`src/rtl/keycode_event_decoder_if.sv`:
```
// Event stream from the keycode decoder to game logic: FIFO head plus occupancy.
// Handshake: the head moves on any rising clk where evt_valid && evt_ready; evt_valid never depends on evt_ready.
interface keycode_event_decoder_if #(parameter int DEPTH = 8);
  localparam int CW = $clog2(DEPTH) + 1;

  logic          evt_valid;
  logic          evt_ready;
  logic          evt_press;
  logic [7:0]    evt_code;
  logic [CW-1:0] evt_count;

  modport master (output evt_valid, output evt_press, output evt_code, output evt_count,
                  input evt_ready);
  modport slave  (input evt_valid, input evt_press, input evt_code, input evt_count,
                  output evt_ready);
endinterface

```
`src/rtl/keycode_event_decoder.sv`:
```
// Turns changes in the six HID keycode slots into press/release events, filtered for
// stability and HID error reports, buffered in a first-word-fall-through FIFO.
module keycode_event_decoder #(
  parameter int STABLE_CYCLES = 16,
  parameter int DEPTH         = 8
) (
  input  logic                   clk_clk,
  input  logic                   reset_reset_n,
  input  logic [7:0]             keycode1_in,
  input  logic [7:0]             keycode2_in,
  input  logic [7:0]             keycode3_in,
  input  logic [7:0]             keycode4_in,
  input  logic [7:0]             keycode5_in,
  input  logic [7:0]             keycode6_in,
  keycode_event_decoder_if.master evt,
  output logic                   overflow,
  input  logic                   ovf_clr,
  output logic [4:0]             held,
  output logic                   busy,
  output logic [2:0]             dbg_state
);
  localparam int CW = $clog2(DEPTH) + 1;
  localparam int AW = $clog2(DEPTH);
  localparam int NW = $clog2(STABLE_CYCLES + 1);
  localparam logic [NW-1:0] CNT_LAST = NW'(STABLE_CYCLES - 1);

  typedef enum logic [2:0] {S_IDLE, S_SETTLE, S_SCAN_REL, S_SCAN_PRS, S_COMMIT} state_t;

  state_t          state, state_nx;
  logic [5:0][7:0] live, prev, cand;
  logic [NW-1:0]   cnt;
  logic [2:0]      idx;
  logic [7:0]      cur_prev, cur_cand;
  logic            prev_dup, cand_dup, rel_hit, prs_hit, cand_err;
  logic            push;
  logic [8:0]      push_data;

  assign live = {keycode6_in, keycode5_in, keycode4_in, keycode3_in, keycode2_in, keycode1_in};

  function automatic logic has_code(input logic [5:0][7:0] snap, input logic [7:0] code);
    logic hit;
    hit = 1'b0;
    for (int i = 0; i < 6; i++) if (snap[i] == code) hit = 1'b1;
    return hit;
  endfunction

  // A release needs the code absent from the new snapshot; duplicates in earlier slots already reported it.
  always_comb begin
    cur_prev = prev[idx];
    cur_cand = cand[idx];
    prev_dup = 1'b0;
    cand_dup = 1'b0;
    cand_err = 1'b0;
    for (int i = 0; i < 6; i++) begin
      if (i < int'(idx) && prev[i] == cur_prev) prev_dup = 1'b1;
      if (i < int'(idx) && cand[i] == cur_cand) cand_dup = 1'b1;
      if (cand[i] >= 8'h01 && cand[i] <= 8'h03) cand_err = 1'b1;
    end
    rel_hit = (cur_prev != 8'h00) && !has_code(cand, cur_prev) && !prev_dup;
    prs_hit = (cur_cand != 8'h00) && !has_code(prev, cur_cand) && !cand_dup;
  end

  always_ff @(posedge clk_clk or negedge reset_reset_n) begin
    if (!reset_reset_n) state <= S_IDLE;
    else                state <= state_nx;
  end

  always_comb begin
    state_nx = state;
    case (state)
      S_IDLE:     if (live != prev) state_nx = S_SETTLE;
      S_SETTLE:   if (live == cand && cnt == CNT_LAST) state_nx = cand_err ? S_IDLE : S_SCAN_REL;
      S_SCAN_REL: if (idx == 3'd5) state_nx = S_SCAN_PRS;
      S_SCAN_PRS: if (idx == 3'd5) state_nx = S_COMMIT;
      S_COMMIT:   state_nx = S_IDLE;
      default:    state_nx = S_IDLE;
    endcase
  end

  always_comb begin
    busy      = (state != S_IDLE);
    dbg_state = state;
    push      = (state == S_SCAN_REL && rel_hit) || (state == S_SCAN_PRS && prs_hit);
    push_data = (state == S_SCAN_REL) ? {1'b0, cur_prev} : {1'b1, cur_cand};
  end

  always_ff @(posedge clk_clk or negedge reset_reset_n) begin
    if (!reset_reset_n) begin
      prev <= '0;
      cand <= '0;
      cnt  <= '0;
      idx  <= '0;
      held <= '0;
    end else begin
      case (state)
        S_IDLE: if (live != prev) begin
          cand <= live;
          cnt  <= '0;
        end
        S_SETTLE: begin
          idx <= '0;
          if (live != cand) begin
            cand <= live;
            cnt  <= '0;
          end else if (cnt != CNT_LAST) begin
            cnt <= cnt + 1'b1;
          end
        end
        S_SCAN_REL: idx <= (idx == 3'd5) ? 3'd0 : idx + 3'd1;
        S_SCAN_PRS: idx <= idx + 3'd1;
        S_COMMIT: begin
          prev <= cand;
          held <= {has_code(cand, 8'h2C), has_code(cand, 8'h07), has_code(cand, 8'h16),
                   has_code(cand, 8'h04), has_code(cand, 8'h1A)};
        end
        default: ;
      endcase
    end
  end

  // Event FIFO; a push into a full FIFO still lands when the head pops in the same cycle.
  logic [8:0]    mem [DEPTH];
  logic [AW-1:0] wr_ptr, rd_ptr;
  logic [CW-1:0] count;
  logic          pop, push_ok, drop;

  assign pop     = (count != '0) && evt.evt_ready;
  assign push_ok = push && ((count < CW'(DEPTH)) || pop);
  assign drop    = push && !push_ok;

  always_ff @(posedge clk_clk or negedge reset_reset_n) begin
    if (!reset_reset_n) begin
      for (int i = 0; i < DEPTH; i++) mem[i] <= '0;
      wr_ptr   <= '0;
      rd_ptr   <= '0;
      count    <= '0;
      overflow <= 1'b0;
    end else begin
      if (push_ok) begin
        mem[wr_ptr] <= push_data;
        wr_ptr      <= wr_ptr + 1'b1;
      end
      if (pop) rd_ptr <= rd_ptr + 1'b1;
      case ({push_ok, pop})
        2'b10:   count <= count + 1'b1;
        2'b01:   count <= count - 1'b1;
        default: ;
      endcase
      if (drop)         overflow <= 1'b1;
      else if (ovf_clr) overflow <= 1'b0;
    end
  end

  always_comb begin
    evt.evt_valid = (count != '0);
    evt.evt_count = count;
    evt.evt_press = evt.evt_valid ? mem[rd_ptr][8]   : 1'b0;
    evt.evt_code  = evt.evt_valid ? mem[rd_ptr][7:0] : 8'h00;
  end
endmodule

```
`src/flat_wrapper.sv`:
```
// flat-port wrapper written by rule: the top's interface ports become plain ports
module keycode_event_decoder_flat 
#(
  parameter int STABLE_CYCLES = 16,
  parameter int DEPTH         = 8
)
  (clk_clk, reset_reset_n, keycode1_in, keycode2_in, keycode3_in, keycode4_in, keycode5_in, keycode6_in, overflow, ovf_clr, held, busy, dbg_state, evt_evt_valid, evt_evt_press, evt_evt_code, evt_evt_count, evt_evt_ready);
  keycode_event_decoder_if #(.DEPTH(DEPTH)) evt_i ();
  input  logic clk_clk;
  input  logic reset_reset_n;
  input  logic [7:0] keycode1_in;
  input  logic [7:0] keycode2_in;
  input  logic [7:0] keycode3_in;
  input  logic [7:0] keycode4_in;
  input  logic [7:0] keycode5_in;
  input  logic [7:0] keycode6_in;
  output logic overflow;
  input  logic ovf_clr;
  output logic [4:0] held;
  output logic busy;
  output logic [2:0] dbg_state;
  output wire logic [$bits(evt_i.evt_valid)-1:0] evt_evt_valid;
  output wire logic [$bits(evt_i.evt_press)-1:0] evt_evt_press;
  output wire logic [$bits(evt_i.evt_code)-1:0] evt_evt_code;
  output wire logic [$bits(evt_i.evt_count)-1:0] evt_evt_count;
  input wire logic [$bits(evt_i.evt_ready)-1:0] evt_evt_ready;
  assign evt_evt_valid = evt_i.evt_valid;
  assign evt_evt_press = evt_i.evt_press;
  assign evt_evt_code = evt_i.evt_code;
  assign evt_evt_count = evt_i.evt_count;
  assign evt_i.evt_ready = evt_evt_ready;
  keycode_event_decoder #(.STABLE_CYCLES(STABLE_CYCLES), .DEPTH(DEPTH)) u_core (.clk_clk(clk_clk), .reset_reset_n(reset_reset_n), .keycode1_in(keycode1_in), .keycode2_in(keycode2_in), .keycode3_in(keycode3_in), .keycode4_in(keycode4_in), .keycode5_in(keycode5_in), .keycode6_in(keycode6_in), .evt(evt_i), .overflow(overflow), .ovf_clr(ovf_clr), .held(held), .busy(busy), .dbg_state(dbg_state));
endmodule
```
`config.mk`:
```
export PLATFORM = sky130hd
export DESIGN_NAME = keycode_event_decoder_flat
export DESIGN_NICKNAME = d
export VERILOG_FILES = /design/src/rtl/keycode_event_decoder_if.sv /design/src/rtl/keycode_event_decoder.sv /design/src/flat_wrapper.sv
export SDC_FILE = /design/constraint.sdc
export NUM_CORES = 1
export LEC_CHECK = 0
export ABC_AREA = 1
export BUFFER_PORTS_ARGS = -buffer_cell sky130_fd_sc_hd__buf_2
export CORE_MARGIN = 8
export CORE_UTILIZATION = 63
export DETAILED_ROUTE_END_ITERATION = 6
export PLACE_DENSITY = 0.82
export RECOVER_POWER = 50
export SKIP_CTS_REPAIR_TIMING = 1
export SLEW_MARGIN = 10
export SYNTH_ARGS = -nofsm -noshare
export SYNTH_HDL_FRONTEND = slang
export SYNTH_SLANG_ARGS = --single-unit
```
`constraint.sdc`:
```
create_clock -name clk_clk -period 3.6 [get_ports clk_clk]
set_input_delay 0.36 -clock clk_clk [delete_from_list [all_inputs] [get_ports clk_clk]]
set_output_delay 0.36 -clock clk_clk [all_outputs]
set_load 0.02 [all_outputs]
```
==> key figures, run 1 <==
Clocking
  • Clk slew on worst S/H paths: 0.08 ns
  • Num CTS Buffers: 17
  • Longest Clk Path Bufs: 2
  • CTS tree: built
  • CTS H-tree lvls: 4
  • Clock sink count: approximately 200
  • Worst-Skew Late Latency: 0.46 ns
  • Root Buffer: clkbuf_16

Route
  • Via density: 6.56
  • Via count: between 15000 and 20000
  • DRC violations left: 19
  • TritonRoute pass-1 iters: 7
  • WL final: 65.3 mm
  • Routed len/inst: 24.9 um
  • Post-route ant nets: 0
  • DRT iter0 DRCs: between 3000 and 4000

Yosys
  • Synth warn: 0
  • Syn Area/Cell: 6.75 um^2
  • Share of synthesized registers carrying an async set or reset: 1.00
  • Syn_nets: 2199
  • EDFF count, synth: 0
  • Sequential-to-total area share from yosys stat: 0.338
  • Synth cell types: 44
  • Synthesis-stage register bit count: 195
  • Synthesized instance count: roughly 2100
  • Most used DFF post-synth: dfrtp_1
  • Mapped Area: 14400 um^2

Job
  • MaxCap Viol Count: 1

Timing
  • Period utilization: 0.997
  • Final setup fails: 0
  • Slew HR: -0.797
  • Fin worst setup slack: 0.00984 ns
  • Max-slew violations: 101
  • Final number of hold-violating endpoints: 0
  • RSZ-0062 raised after global routing: true
  • Worst-margin pin slew: approximately 2.7 ns
  • Fmax: 0.279 GHz
  • Setup Skew: 0.0206 ns
  • Tmin final: 3.59 ns

Pwr
  • Maximum VDD drop: 271 uV
  • Clock power share: 0.370
  • Comb pwr share: 0.183
  • Switching portion of total power: 0.331
  • Total power per unit cell area: 308 nW/um^2
  • Net load switching power: 0.00172 W
  • Sequential power share: 0.447
  • Leakage Power: 8.47 nW
  • Int Power: 0.00348 W

Floorplan
  • Vertical die dimension: around 170 um
  • DIE AREA: 28000 um^2
  • Die width: ~170 um
  • Initial core utilization: 0.640
  • # rows: 55
  • Top Ports: 76
  • Core area: 22600 um^2

Placement
  • Dpl ws: -0.0332 ns
  • HPWL after DPL: ~48 mm
  • Placed Instances: 2562
  • I/O Buffers: between 70 and 80
  • Gpl congestion: 1.13

Global route
  • Vias in the first global route: 16000
  • First-pass GRT wire length: around 96 mm
  • GR Overflow Total: 0
  • Largest net degree at the start of global routing: 102
  • Global Route Usage Sum: 0.451
  • Initial antenna violation count: 0

Critical path
  • Worst-path maximum fanout: 5
  • Critical path cell sequence: buf_4 > nor2_8 > buf_12 > buf_4 > o211ai_2 > nand3_2 > clkinvlp_4 > buf_4 > nand2_1 > a21oi_1 > nand2_1 > nand3_2 > nor2_2 > nand3_2 > nand2_2 > nand2_2 > ha_2 > nand2_1 > inv_2 > nor2_2 > ha_1 > mux2_2
  • CP required: 3.94 ns
  • CP Launch Type: register
  • Largest stage delay on the critical path: 0.46 ns
  • CP max stage cell: dfrtp_2
  • CP endpoint kind: register
  • Crit Path Category: register to register
  • Worst EP arrival: 3.93 ns

Layout
  • Diode count: 0
  • Finished Layout Cells: between 2000 and 3000
  • Area growth syn-to-layout: 16.9%
  • Layout cells sized above 1: 0.152
  • # nets final: 2389

Outcome
  • Result of the run: complete, but fails checks
  • Failing checks: DRC, capacitance limit, slew limit

Worst hold path
  • Hold Crit Class: input port to register
[final timing paths]
kind	slack [ns]	depth (start not counted)	start	end
worst max-delay path	0.01	22	u_core.idx[2]	u_core.evt.evt_count[1]
worst min-delay path	0.09	2	ovf_clr	u_core.overflow
worst max register to register	0.01	22	u_core.idx[2]	u_core.evt.evt_count[1]
worst min register to register	0.47	2	u_core.mem[17]	u_core.mem[17]
max in group asynchronous	1.02	2	reset_reset_n	u_core.cand[44]
min in group asynchronous	0.75	1	reset_reset_n	u_core.evt.evt_count[3]
[cells in the mapped netlist, drive strengths merged (30+ instances only)]
master  count  area share
nand2     758        0.20
inv       199       0.052
dfrtp     195        0.34
nor2      184       0.051
o21ai     177       0.061
nand4     175       0.076
nand3     105       0.052
xor2       86       0.053
buf        49       0.032
clkbuf     41       0.011
nor4       31       0.013
a21oi      30       0.010
[per-stage QoR]
stage | total power (W) | utilization | hold slack (ns) | cell area, um^2 | setup TNS, ns
after global placement | 0.00321 | 0.702 | 0.448 | 15800 | 0
after floorplan | 0.00284 | - | 0.0644 | 14400 | 0
final | 0.00521 | 0.748 | 0.0932 | 16900 | 0
after global routing | 0.00532 | 0.748 | 0.107 | 16900 | -0.521
after detailed placement | 0.00324 | 0.702 | 0.453 | 15800 | -0.227
after CTS | 0.00511 | 0.727 | 0.0603 | 16400 | -0.744
[critical path: cells and delay by family, from the launching register on]
kind            cells  cell delay (ns)
simple gates       11             1.14
buf+inv             6             0.95
flops               1             0.46
fa+ha+maj           2             0.44
mux                 1             0.26
compound gates      2             0.22
[area by class of cell]
class	count	area, um^2
tap	285	357
sequential	195	4880
inverter	207	791
clock inverter	12	120
multi-input combinational	1648	8310
timing repair buffer	260	1980
fill	1836	5690
clock buffer	19	443
[cell usage in the layout (no fill, tap or decap), types with 4 or more instances in the layout]
cell         n
clkinv_4     6
nor4_1      31
nor2_2       7
o22ai_1     13
o21ai_0    165
xor2_2       4
buf_2       67
nor2_1     174
clkbuf_16   19
o211ai_1     5
clkinv_1     7
xor2_1      82
a31oi_1     15
dfrtp_1    192
inv_1      193
o21ai_1     11
nand2_1    753
ha_1         7
buf_12      14
nand2_2      5
clkbuf_1     8
nand4_1    175
nand3_1     70
nor3_1      25
nand3_2     18
buf_4      163
a21oi_1     28
xnor2_1     19
nand3_4     17
[sequential cells by signal (all words and copies together) (netlist names)]
name,count
u_core.rd_ptr,3
u_core.mem,72
u_core.wr_ptr,3
u_core.evt.evt_count,4
u_core.overflow,1
u_core.prev,48
u_core.idx,3
u_core.dbg_state,3
u_core.held,5
u_core.cand,48
u_core.cnt,5
[power by group through the flow]
stage | logic, W | registers, W | clock network (W)
2_1_floorplan | 0.000500 | 0.00234 | 0
6_report | 0.000951 | 0.00233 | 0.00193
4_1_cts | 0.000882 | 0.00232 | 0.00191
3_5_place_dp | 0.000873 | 0.00236 | 0
3_3_place_gp | 0.000856 | 0.00236 | 0
5_1_grt | 0.00101 | 0.00233 | 0.00198
[kinds of logic (layout without fill, tap and decap cells)]
family / count (synthesis) / after routing / synth area share
mux: 1 / 1 / 0.000780
xor+xnor: 105 / 105 / 0.0642
simple gates: 1283 / 1284 / 0.401
fa+ha+maj: 8 / 8 / 0.00693
flops: 195 / 195 / 0.338
buf+inv: 297 / 498 / 0.0965
compound gates: 250 / 250 / 0.0929
[metal layers]
metal / wire, um / GRT usage / vias to the layer above
li1: - / - / 7418
met1: 22100 / 0.551 / 7820
met2: 26900 / 0.667 / 1576
met3: 10300 / 0.156 / 417
met4: 5980 / 0.300 / 0
met5: 0 / 0 / -
(Power assumes the default switching activity.)
==> run 2, diff against run 1 <==
Settings changed: BUFFER_PORTS_ARGS -buffer_cell sky130_fd_sc_hd__buf_2 to -buffer_cell sky130_fd_sc_hd__buf_4, SKIP_CTS_REPAIR_TIMING 1 to not set.
==> run 2 against run 1 <==
Effect of this change: the run ends with DRC, capacitance limit, slew limit, setup timing left; die area stayed put; register-to-register slack worse by 0.05 ns; maximum frequency down 1.4%; core utilization is 0.56 points higher; critical path type unchanged; critical endpoint is now u_core.evt.evt_count[2]; largest power group unchanged.
==> key figures, run 2 (synthesis gave the netlist of run 1 again) <==
Timing
  • Final number of hold-violating endpoints: 0
  • Worst-margin pin slew: 2.21 ns
  • Setup_tns: -0.0567 ns
  • Setup Skew: 0.0139 ns
  • Final setup fails: 3
  • Tmin final: 3.64 ns
  • Max-slew violations: 185
  • Fin worst setup slack: -0.0425 ns
  • Slew HR: -0.474
  • Period utilization: 1.01
  • Fmax: 0.275 GHz

Critical path
  • CP Launch Type: register
  • Crit Path Category: register to register
  • Largest stage delay on the critical path: 0.39 ns
  • CP endpoint kind: register
  • Worst-path maximum fanout: 8
  • Critical path cell sequence: clkinvlp_4 > clkbuf_16 > nand2_1 > nand3_2 > buf_4 > nand4_1 > nand4_1 > nor2_1 > nand2_1 > nand3_2 > nor2_2 > nand3_2 > nand2_4 > nand2_4 > ha_4 > nand2_1 > inv_2 > nor2_2 > ha_1 > a21oi_2 > xnor2_1 > o21ai_0
  • CP bufs+invs: 4
  • CP required: 3.92 ns
  • Worst EP arrival: 3.96 ns
  • CP max stage cell: dfrtp_2
  • Critical path depth: 22
  • Kind of cell adding the most delay to the critical path: simple AND/OR/NAND/NOR gates
  • Worst-case reg-to-reg path depth: 22

Layout
  • Biggest register: u_core.mem
  • Most common cell after layout, fill and taps aside: nand2_1
  • # nets final: 2378
  • Max reg flops: 72
  • Utilization after layout: 0.754
  • Layout cells sized above 1: 0.149
  • Finished Layout Cells: 2616
  • Largest registers: u_core.mem x72, u_core.cand x48, u_core.prev x48
  • Diode count: 0
  • FILL cells: 1823
  • Area growth syn-to-layout: 17.8%
  • Most frequent cells in the layout: nand2_1, buf_4, dfrtp_1

Placement
  • Dpl ws: -0.0644 ns
  • I/O Buffers: 75
  • HPWL after DPL: 47.1 mm
  • Placed Instances: between 2000 and 3000
  • Gpl congestion: approximately 1.2

Floorplan
  • Die width: ~170 um
  • Top Ports: 76
  • Core area: roughly 23000 um^2
  • DIE AREA: 28000 um^2
  • # rows: 55
  • Initial core utilization: 0.640
  • Vertical die dimension: 167 um

Clocking
  • CTS tree: built
  • Root Buffer: clkbuf_16
  • Longest Clk Path Bufs: 2
  • CTS H-tree lvls: 4
  • Worst-Skew Late Latency: about 0.45 ns
  • Clk slew on worst S/H paths: around 0.080 ns
  • Num CTS Buffers: 17
  • Clock sink count: 195

Route
  • Post-route ant nets: 0
  • Via density: approximately 6.6
  • Routed len/inst: 24.8 um
  • TritonRoute pass-1 iters: 7
  • WL final: roughly 65 mm
  • DRC violations left: 19
  • DRT iter0 DRCs: 3668
  • Via count: 17200

Global route
  • GR Overflow Total: 0
  • Largest net degree at the start of global routing: 103
  • Vias in the first global route: around 16000
  • First-pass GRT wire length: approximately 95 mm
  • Initial antenna violation count: 0
  • Global Route Usage Sum: 0.446

Worst hold path
  • Hold Crit Class: input port to register
  • Hold path cells: 2

Pwr
  • Total power per unit cell area: 311 nW/um^2
  • Maximum VDD drop: approximately 270 uV
  • Leakage Power: roughly 8.5 nW

Outcome
  • Failing checks: DRC, capacitance limit, slew limit, setup timing
  • Result of the run: complete, but fails checks

Job
  • MaxCap Viol Count: 2
## run 2: cell count changes in the layout (fill, tap and decap cells not counted), sizes merged, moves of 2 or more
cell,before,now
clkinv,14,12
clkbuf,32,39
clkinvlp,3,5
buf,247,230
## run 2: final timing paths
path	start	endpoint	slack, ns
min reg2reg	u_core.mem[15]	u_core.mem[15]	0.47
min	ovf_clr	u_core.overflow	0.15
max reg2reg	u_core.idx[0]	u_core.evt.evt_count[2]	-0.04
max	u_core.idx[0]	u_core.evt.evt_count[2]	-0.04
max in group asynchronous	reset_reset_n	u_core.idx[0]	0.47
min in group asynchronous	reset_reset_n	u_core.rd_ptr[1]	1.12
## run 2: stage by stage
stage / hold slack [ns] / instance area [um^2] / total power (W)
after floorplan: 0.0644 / 14400 / 0.00284
after global placement: 0.447 / 16100 / 0.00325
after detailed placement: 0.453 / 16100 / 0.00327
after CTS: 0.143 / 16700 / 0.00521
after global routing: 0.155 / 17000 / 0.00542
final: 0.149 / 17000 / 0.00529
## run 2: repair_timing
| action | in CTS | in global routing |
|---|---|---|
| endpoints found under the setup margin | 3 | 3 |
| resized for setup | 2 | 51 |
| setup buffers | 0 | 11 |
| pin swaps | 0 | 14 |
| hold buffers | 1 | 0 |
| hold endpoints to repair | 36 | 0 |
| gates cloned | 0 | 4 |
## run 2: cell type report
type	count	area [um^2]	share of cell area
inverters	207	792	0.0466
well taps	285	357	0.0210
clock inverters	12	140	0.00824
clock buffers	20	447	0.0263
multi-input cells	1647	8380	0.493
flip-flops and latches	195	4880	0.287
repair buffers	250	2010	0.118
## run 2: routing by layer
metal  global-route usage  vias up  wire (um)  part of all wire
met3                0.144      415       9900              0.15
met4                0.291        0       5500             0.085
li1                     -     7411          -                 -
met1                0.541     7840      21800              0.34
met2                0.676     1582      27700              0.43
met5                    0        -          0                 0
## run 2: report_power, final
| group | leakage, nW | switching, W | total, W | internal (W) |
|---|---|---|---|---|
| combinational | 5.58 | 0.000666 | 0.000979 | 0.000313 |
| sequential | 2.59 | 0.0000674 | 0.00232 | 0.00226 |
| clock | 0.284 | 0.000979 | 0.00199 | 0.00101 |
